[src/rtl/q_action_sequencer_if.sv]
// q_action_sequencer_if
//   Bundles the signals between the Q action sequencer and its neighbours:
//   the agent scan handshake, the update unit's write port, and the action RAM port.
//   The sequencer connects through 'slave'. The agent, the update unit and
//   the RAM (or a testbench) connect through 'master'.
//
//   Signal groups:
//     agent  : start, state_in -> busy, done, best_act, best_q
//     update : upd_req, upd_addr, upd_data -> upd_ack
//     ram    : ram_en, ram_rd_addr, ram_wr_addr, ram_write_en, ram_data_in
//              <- ram_data_out
//
//   Handshake rules:
//   - upd_req/upd_ack is strict valid/ready. The requester raises upd_req
//     with a stable upd_addr/upd_data and holds all three until it sees
//     upd_ack high at a rising edge. The write commits on exactly that edge.
//     upd_ack is combinational and may depend on upd_addr.
//   - start is a request that is sampled only while the sequencer is idle.
//     A start while busy is dropped, not queued.
//   - done is a one-cycle pulse. best_act and best_q are valid on that
//     cycle and hold their values until the next done.
interface q_action_sequencer_if #(
  parameter int DATA_W  = 16,
  parameter int STATE_W = 4,
  parameter int ACT_W   = 2
);
  localparam int ADDR_W = STATE_W + ACT_W;

  logic               start;
  logic [STATE_W-1:0] state_in;
  logic               busy;
  logic               done;
  logic [ACT_W-1:0]   best_act;
  logic [DATA_W-1:0]  best_q;

  logic               upd_req;
  logic [ADDR_W-1:0]  upd_addr;
  logic [DATA_W-1:0]  upd_data;
  logic               upd_ack;

  logic               ram_en;
  logic [ADDR_W-1:0]  ram_rd_addr;
  logic [ADDR_W-1:0]  ram_wr_addr;
  logic               ram_write_en;
  logic [DATA_W-1:0]  ram_data_in;
  logic [DATA_W-1:0]  ram_data_out;

  modport master (
    output start, state_in, upd_req, upd_addr, upd_data, ram_data_out,
    input  busy, done, best_act, best_q, upd_ack,
           ram_en, ram_rd_addr, ram_wr_addr, ram_write_en, ram_data_in
  );

  modport slave (
    input  start, state_in, upd_req, upd_addr, upd_data, ram_data_out,
    output busy, done, best_act, best_q, upd_ack,
           ram_en, ram_rd_addr, ram_wr_addr, ram_write_en, ram_data_in
  );
endinterface

[src/rtl/q_action_sequencer.sv]
// q_action_sequencer
//   Scans the 2**ACT_W Q values of one state in the action RAM and returns
//   the argmax action and the maximum Q value. It also arbitrates the update
//   unit's write port against the scan. A write is held off only while it
//   targets the state that is currently being scanned.
//
//   Ports:
//     clk        : clock. All flops update on the rising edge.
//     rst_n      : asynchronous active-low reset. It aborts a scan without
//                  producing a done pulse.
//     bus        : q_action_sequencer_if.slave. Carries the agent handshake,
//                  the update port and the RAM port.
//     dbg_state  : current FSM state (0 IDLE, 1 RD, 2 LAST, 3 DONE).
//     eps_thresh : exploration threshold. Present only with QSEQ_EXPLORE_EN.
//     explored   : high when best_act was replaced by a random action.
//                  Present only with QSEQ_EXPLORE_EN.
//
//   Optional feature (macro QSEQ_EXPLORE_EN):
//     Adds an 8-bit LFSR for epsilon-greedy exploration. It uses the
//     polynomial x^8+x^6+x^5+x^4+1, has seed 8'hA5, and shifts every clock.
//     When the macro is not defined, the block is purely greedy.
module q_action_sequencer #(
  parameter int DATA_W  = 16,
  parameter int STATE_W = 4,
  parameter int ACT_W   = 2
) (
  input  logic                   clk,
  input  logic                   rst_n,
  q_action_sequencer_if.slave    bus,
  output logic [1:0]             dbg_state
`ifdef QSEQ_EXPLORE_EN
  ,
  input  logic [7:0]             eps_thresh,
  output logic                   explored
`endif
);
  localparam int ADDR_W = STATE_W + ACT_W;

  typedef enum logic [1:0] {
    S_IDLE = 2'd0,
    S_RD   = 2'd1,
    S_LAST = 2'd2,
    S_DONE = 2'd3
  } state_t;

  state_t                    st;
  logic [STATE_W-1:0]        state_q;
  logic [ACT_W-1:0]          cnt;
  logic [ACT_W-1:0]          max_act;
  logic signed [DATA_W-1:0]  max_q;
  logic                      busy_r, done_r, ram_en_r;
  logic [ACT_W-1:0]          best_act_r;
  logic [DATA_W-1:0]         best_q_r;

  // The RAM has one cycle of read latency. The value read now therefore
  // belongs to the address issued one cycle earlier, which is cnt-1. On
  // leaving RD, cnt wraps to 0, so cnt-1 also gives the last action during
  // the LAST cycle.
  logic                      sample_vld, sample_first, sample_gt;
  logic [ACT_W-1:0]          sample_idx;
  logic [ACT_W-1:0]          nxt_act;
  logic signed [DATA_W-1:0]  nxt_q;

  assign sample_vld   = ((st == S_RD) && (cnt != '0)) || (st == S_LAST);
  assign sample_first = (st == S_RD) && (cnt == ACT_W'(1));
  assign sample_idx   = cnt - 1'b1;
  assign sample_gt    = $signed(bus.ram_data_out) > max_q;

  // Only a strictly greater value replaces the running max. On a tie, the
  // lowest action therefore wins.
  always_comb begin
    nxt_act = max_act;
    nxt_q   = max_q;
    if (sample_vld && (sample_first || sample_gt)) begin
      nxt_act = sample_idx;
      nxt_q   = $signed(bus.ram_data_out);
    end
  end

`ifdef QSEQ_EXPLORE_EN
  logic [7:0] lfsr;
  always_ff @(posedge clk or negedge rst_n) begin
    if (!rst_n) lfsr <= 8'hA5;
    else        lfsr <= {lfsr[6:0], lfsr[7] ^ lfsr[5] ^ lfsr[4] ^ lfsr[3]};
  end
`endif

  always_ff @(posedge clk or negedge rst_n) begin
    if (!rst_n) begin
      st         <= S_IDLE;
      state_q    <= '0;
      cnt        <= '0;
      max_act    <= '0;
      max_q      <= '0;
      busy_r     <= 1'b0;
      done_r     <= 1'b0;
      ram_en_r   <= 1'b0;
      best_act_r <= '0;
      best_q_r   <= '0;
`ifdef QSEQ_EXPLORE_EN
      explored   <= 1'b0;
`endif
    end else begin
      case (st)
        S_IDLE: begin
          done_r <= 1'b0;
          if (bus.start) begin
            state_q  <= bus.state_in;
            cnt      <= '0;
            busy_r   <= 1'b1;
            ram_en_r <= 1'b1;
            st       <= S_RD;
          end
        end
        S_RD: begin
          max_act <= nxt_act;
          max_q   <= nxt_q;
          cnt     <= cnt + 1'b1;
          if (cnt == {ACT_W{1'b1}}) begin
            ram_en_r <= 1'b0;
            st       <= S_LAST;
          end
        end
        S_LAST: begin
          max_act  <= nxt_act;
          max_q    <= nxt_q;
          best_q_r <= nxt_q;
          done_r   <= 1'b1;
          st       <= S_DONE;
`ifdef QSEQ_EXPLORE_EN
          if (lfsr < eps_thresh) begin
            best_act_r <= lfsr[ACT_W-1:0];
            explored   <= 1'b1;
          end else begin
            best_act_r <= nxt_act;
            explored   <= 1'b0;
          end
`else
          best_act_r <= nxt_act;
`endif
        end
        S_DONE: begin
          done_r <= 1'b0;
          busy_r <= 1'b0;
          st     <= S_IDLE;
        end
        default: st <= S_IDLE;
      endcase
    end
  end

  assign dbg_state        = st;
  assign bus.busy         = busy_r;
  assign bus.done         = done_r;
  assign bus.best_act     = best_act_r;
  assign bus.best_q       = best_q_r;
  assign bus.ram_en       = ram_en_r;
  assign bus.ram_rd_addr  = {state_q, cnt};

  // A write is blocked only while it targets the state being scanned. busy
  // stays high through DONE, so a held-off write is granted in the first
  // IDLE cycle after DONE.
  assign bus.upd_ack      = bus.upd_req &
                            !(busy_r && (bus.upd_addr[ADDR_W-1:ACT_W] == state_q));
  assign bus.ram_write_en = bus.upd_ack;
  assign bus.ram_wr_addr  = bus.upd_addr;
  assign bus.ram_data_in  = bus.upd_data;
endmodule

[src/flat_wrapper.sv]
// flat-port wrapper written by rule: the top's interface ports become plain ports
module q_action_sequencer_flat 
#(
  parameter int DATA_W  = 16,
  parameter int STATE_W = 4,
  parameter int ACT_W   = 2
)
  (clk, rst_n, dbg_state, bus_start, bus_state_in, bus_upd_req, bus_upd_addr, bus_upd_data, bus_ram_data_out, bus_busy, bus_done, bus_best_act, bus_best_q, bus_upd_ack, bus_ram_en, bus_ram_rd_addr, bus_ram_wr_addr, bus_ram_write_en, bus_ram_data_in);
  q_action_sequencer_if #(.DATA_W(DATA_W), .STATE_W(STATE_W), .ACT_W(ACT_W)) bus_i ();
  input  logic clk;
  input  logic rst_n;
  output logic [1:0] dbg_state;
  input wire logic [$bits(bus_i.start)-1:0] bus_start;
  input wire logic [$bits(bus_i.state_in)-1:0] bus_state_in;
  input wire logic [$bits(bus_i.upd_req)-1:0] bus_upd_req;
  input wire logic [$bits(bus_i.upd_addr)-1:0] bus_upd_addr;
  input wire logic [$bits(bus_i.upd_data)-1:0] bus_upd_data;
  input wire logic [$bits(bus_i.ram_data_out)-1:0] bus_ram_data_out;
  output wire logic [$bits(bus_i.busy)-1:0] bus_busy;
  output wire logic [$bits(bus_i.done)-1:0] bus_done;
  output wire logic [$bits(bus_i.best_act)-1:0] bus_best_act;
  output wire logic [$bits(bus_i.best_q)-1:0] bus_best_q;
  output wire logic [$bits(bus_i.upd_ack)-1:0] bus_upd_ack;
  output wire logic [$bits(bus_i.ram_en)-1:0] bus_ram_en;
  output wire logic [$bits(bus_i.ram_rd_addr)-1:0] bus_ram_rd_addr;
  output wire logic [$bits(bus_i.ram_wr_addr)-1:0] bus_ram_wr_addr;
  output wire logic [$bits(bus_i.ram_write_en)-1:0] bus_ram_write_en;
  output wire logic [$bits(bus_i.ram_data_in)-1:0] bus_ram_data_in;
  assign bus_i.start = bus_start;
  assign bus_i.state_in = bus_state_in;
  assign bus_i.upd_req = bus_upd_req;
  assign bus_i.upd_addr = bus_upd_addr;
  assign bus_i.upd_data = bus_upd_data;
  assign bus_i.ram_data_out = bus_ram_data_out;
  assign bus_busy = bus_i.busy;
  assign bus_done = bus_i.done;
  assign bus_best_act = bus_i.best_act;
  assign bus_best_q = bus_i.best_q;
  assign bus_upd_ack = bus_i.upd_ack;
  assign bus_ram_en = bus_i.ram_en;
  assign bus_ram_rd_addr = bus_i.ram_rd_addr;
  assign bus_ram_wr_addr = bus_i.ram_wr_addr;
  assign bus_ram_write_en = bus_i.ram_write_en;
  assign bus_ram_data_in = bus_i.ram_data_in;
  q_action_sequencer #(.DATA_W(DATA_W), .STATE_W(STATE_W), .ACT_W(ACT_W)) u_core (.clk(clk), .rst_n(rst_n), .bus(bus_i), .dbg_state(dbg_state));
endmodule
[config.mk]
export PLATFORM = sky130hd
export DESIGN_NAME = q_action_sequencer_flat
export DESIGN_NICKNAME = d
export VERILOG_FILES = /design/src/rtl/q_action_sequencer_if.sv /design/src/rtl/q_action_sequencer.sv /design/src/flat_wrapper.sv
export SDC_FILE = /design/constraint.sdc
export NUM_CORES = 1
export LEC_CHECK = 0
export ABC_CLOCK_PERIOD_IN_PS = 2400
export BUFFER_PORTS_ARGS = -buffer_cell sky130_fd_sc_hd__buf_4
export CAP_MARGIN = 15
export CORE_MARGIN = 2
export CORE_UTILIZATION = 39
export DETAILED_ROUTE_END_ITERATION = 8
export GPL_ROUTABILITY_DRIVEN = 1
export PLACE_DENSITY = 0.67
export REMOVE_ABC_BUFFERS = 1
export SKIP_CTS_REPAIR_TIMING = 1
export SYNTH_ARGS = -nofsm -noshare
export SYNTH_HDL_FRONTEND = slang
export SYNTH_SLANG_ARGS = --single-unit
[constraint.sdc]
create_clock -name clk -period 2.4 [get_ports clk]
set_input_delay 0.48 -clock clk [delete_from_list [all_inputs] [get_ports clk]]
set_output_delay 0.48 -clock clk [all_outputs]
set_load 0.02 [all_outputs]
==> impl_metrics.csv <==
group,metric,value,unit
global_routing,first_global_vias,2264,
timing,final.setup_skew,0.00729,ns
cts,cts-buffers-inserted,5,
timing,tightest_slew,0.607,ns
place,post-place-ws,-0.230,ns
worst_setup_path,rr_startpoint,"u_core.max_q[7]$_DFFE_PN0P_",
worst_setup_path,cp_max_fo,5,
timing,fmax,0.416,GHz
floorplanning,dieArea,7970,um2
timing,rsz0062_at_grt,"yes",
worst_setup_path,crit_buf_inv,2,
cells_and_area,utilization,51.2,%
floorplanning,die_x,89.3,um
timing,fin_setup_tns,-0.00778,ns
cells_and_area,area.growth.synth_to_final,28.8,%
global_routing,antenna_found_initial,0,
timing,hold_viol,0,
flow_run,drv_cap,0,
detailed_routing,via_count,2295,
worst_setup_path,reg2reg_depth,9,
run_status,violations,"setup timing",
detailed_routing,first_pass_iters,4,
cells_and_area,postLayoutCellArea,3650,um2
cts,clockBufferDepth,2,
floorplanning,core,7140,um2
timing,slew_headroom,59.6,%
pwr,ir_drop,0.634,mV
cts,cts.htree.levels,2,
floorplanning,initial_core_util,39.7,%
cts,tritoncts,"yes",
synthesis,synth_seq_cells,47,
cells_and_area,stdcell_count,451,
detailed_routing,drt-wirelength-per-cell,16.0,um
min_path,hp-class,"input port to async pin",
detailed_routing,drcViolationCount,0,
synthesis,avgSynthCellArea,9.98,um2
timing,slew_violations,0,
place,dpl_cell_area,3400,um2
worst_setup_path,cp-end-kind,"register",
cells_and_area,fillers,674,
worst_setup_path,crit_arrival,2.59,ns
worst_setup_path,crit_required,2.59,ns
worst_setup_path,criticalPathCategory,"register to register",
synthesis,yosys_most_used_dff,"dfrtp_1",
place,globalplace.congestion,0.745,
worst_setup_path,slowest_stage,"dfrtp_1",
detailed_routing,via_per_inst,5.09,
place,place_hpwl,5180,um
cells_and_area,diodes,0,
cells_and_area,regArea,1180,um2
timing,min_period_over_period,100,%
cells_and_area,num-nets-final,421,
place,dp_cells,438,
worst_setup_path,critPathLaunchType,"register",
global_routing,grt_max_degree,48,
global_routing,grt_pass1_wl,11200,um
place,buffer_ports.inserted,62,
timing,final-setup-viol-count,3,
cts,cts_root_buf,"clkbuf_8",
worst_setup_path,rr_endpoint,"u_core.max_q[5]$_DFFE_PN0P_",
synthesis,synth.yosys.seq_area_share,41.5,%
timing,fin_crit,2.40,ns
synthesis,syn-cell-area,2840,um2
detailed_routing,drt-initial-drc-count,123,
synthesis,syn_inst,284,
synthesis,ys_types,41,
run_status,status,"finished, violations left",
pwr,cellPowerDensity,1490,nW/um2
worst_setup_path,r2r_slack,-0.005,ns
synthesis,ys_async_sr_fraction,100,%
worst_setup_path,slowest_delay,0.41,ns
cells_and_area,multi_input_area,1400,um2
floorplanning,rows,31,
cts,clk_pin_slew,0.09,ns
synthesis,synth_edf_count,0,
timing,fin_ws,-0.00498,ns
global_routing,overflow,0,
global_routing,grtUsageTotal,18.5,%
cts,cts_num_sinks,47,
pwr,leakage,1.79,nW
floorplanning,die_y,89.3,um
floorplanning,io_pins,99,
synthesis,yosysWarnings,0,
worst_setup_path,cp_top_family,"simple AND/OR/NAND/NOR gates",
detailed_routing,totalWireLength,7200,um
worst_setup_path,crit_path_cell_trace,"inv_2, ha_4, nand4_1, or3_4, o22a_1, and3_4, o21ai_4, buf_6, mux2_4",
detailed_routing,ant_nets,0,
cells_and_area,drive_gt1_share,36.6,%
cts,clk_latency,0.30,ns
## state kept, by name, indices dropped and copies added, names as in the netlist
name and cells:
u_core.max_act 2, u_core.state_q 4, u_core.bus.busy 1, u_core.bus.best_act 2, u_core.bus.best_q 16, u_core.bus.done 1, u_core.bus.ram_en 1, u_core.dbg_state 2
u_core.cnt 2, u_core.max_q 16
## worst max-delay path by stage
stage                                                to                       startpoint  slack (ns)  depth (start not counted)
after floorplan           u_core.max_act[0]$_DFFE_PN0P_  u_core.dbg_state[0]$_DFFE_PN0P_       -0.31                          7
after global placement      u_core.max_q[5]$_DFFE_PN0P_              bus_ram_data_out[6]       -0.16                          9
after detailed placement    u_core.max_q[4]$_DFFE_PN0P_              bus_ram_data_out[6]       -0.23                          9
after CTS                   u_core.max_q[4]$_DFFE_PN0P_      u_core.max_q[7]$_DFFE_PN0P_       -0.04                          9
after global routing        u_core.max_q[3]$_DFFE_PN0P_      u_core.max_q[7]$_DFFE_PN0P_       -0.09                          9
final                       u_core.max_q[5]$_DFFE_PN0P_      u_core.max_q[7]$_DFFE_PN0P_      -0.005                          9
## where the power goes
| part | internal, W | switching [W] |
|---|---|---|
| clock network | 0.000416 | 0.000270 |
| registers | 0.00121 | 0.000295 |
| logic | 0.00162 | 0.00163 |
| total | 0.00324 | 0.00219 |
## layout by cell type (no fill, tap or decap), types with 3 or more instances in the layout
cell type	count
nand3_1	5
ha_1	22
inv_1	24
buf_4	88
clkbuf_8	5
nor2_1	18
a21oi_1	25
o21ai_0	20
nand2_1	12
mux2_2	5
a31oi_1	18
xnor2_1	3
buf_6	4
dfrtp_1	47
mux2_4	17
and2_1	3
## Yosys cell counts, types with 3 or more instances
master    instances  area [um2]
a21oi_1          26         130
a31oi_1          18         113
and2_1            3        18.8
buf_4            23         173
clkbuf_1          7        26.3
dfrtp_1          47        1180
ha_1             24         300
inv_1            25        93.8
mux2_2           13         146
mux2_4            9         135
nand2_1          12        45.0
nand3_1           5        25.0
nor2_1           18        67.6
o21ai_0          20         100
xnor2_1           3        26.3
## through the flow
stage	hold slack (ns)	total power (W)
2_1_floorplan	0.184	0.00333
3_3_place_gp	0.491	0.00446
3_5_place_dp	0.500	0.00454
4_1_cts	0.207	0.00527
5_1_grt	0.227	0.00587
6_report	0.189	0.00544
## cell type report
| class | instances | area share, % |
|---|---|---|
| inverters | 26 | 2.67 |
| flip-flops and latches | 47 | 32.2 |
| multi-input cells | 178 | 38.2 |
| clock inverters | 2 | 1.64 |
| repair buffers | 93 | 19.9 |
| clock buffers | 6 | 1.99 |
| well taps | 99 | 3.39 |
## cells by family after synthesis
kind of cell | count (synthesis) | synth area share (%)
AOI/OAI and AO/OA | 78 | 16.5
xor gates and xnor gates | 4 | 1.24
adders and majority gates | 24 | 10.6
buffers and inverters | 59 | 11.6
DFF | 47 | 41.5
muxes | 23 | 10.3
and+or+nand+nor | 49 | 8.34
## per-layer routing
layer | up-vias | share of wire (%) | wire length, um | GRT usage, %
li1 | 1100 | - | - | -
met1 | 1107 | 44 | 3200 | 24.8
met2 | 85 | 47 | 3390 | 29.2
met3 | 3 | 8.0 | 579 | 5.91
met4 | 0 | 0.43 | 31 | 4.34
met5 | - | 0 | 0 | 1.95
Note: power is estimated with default switching activity, not from simulation.
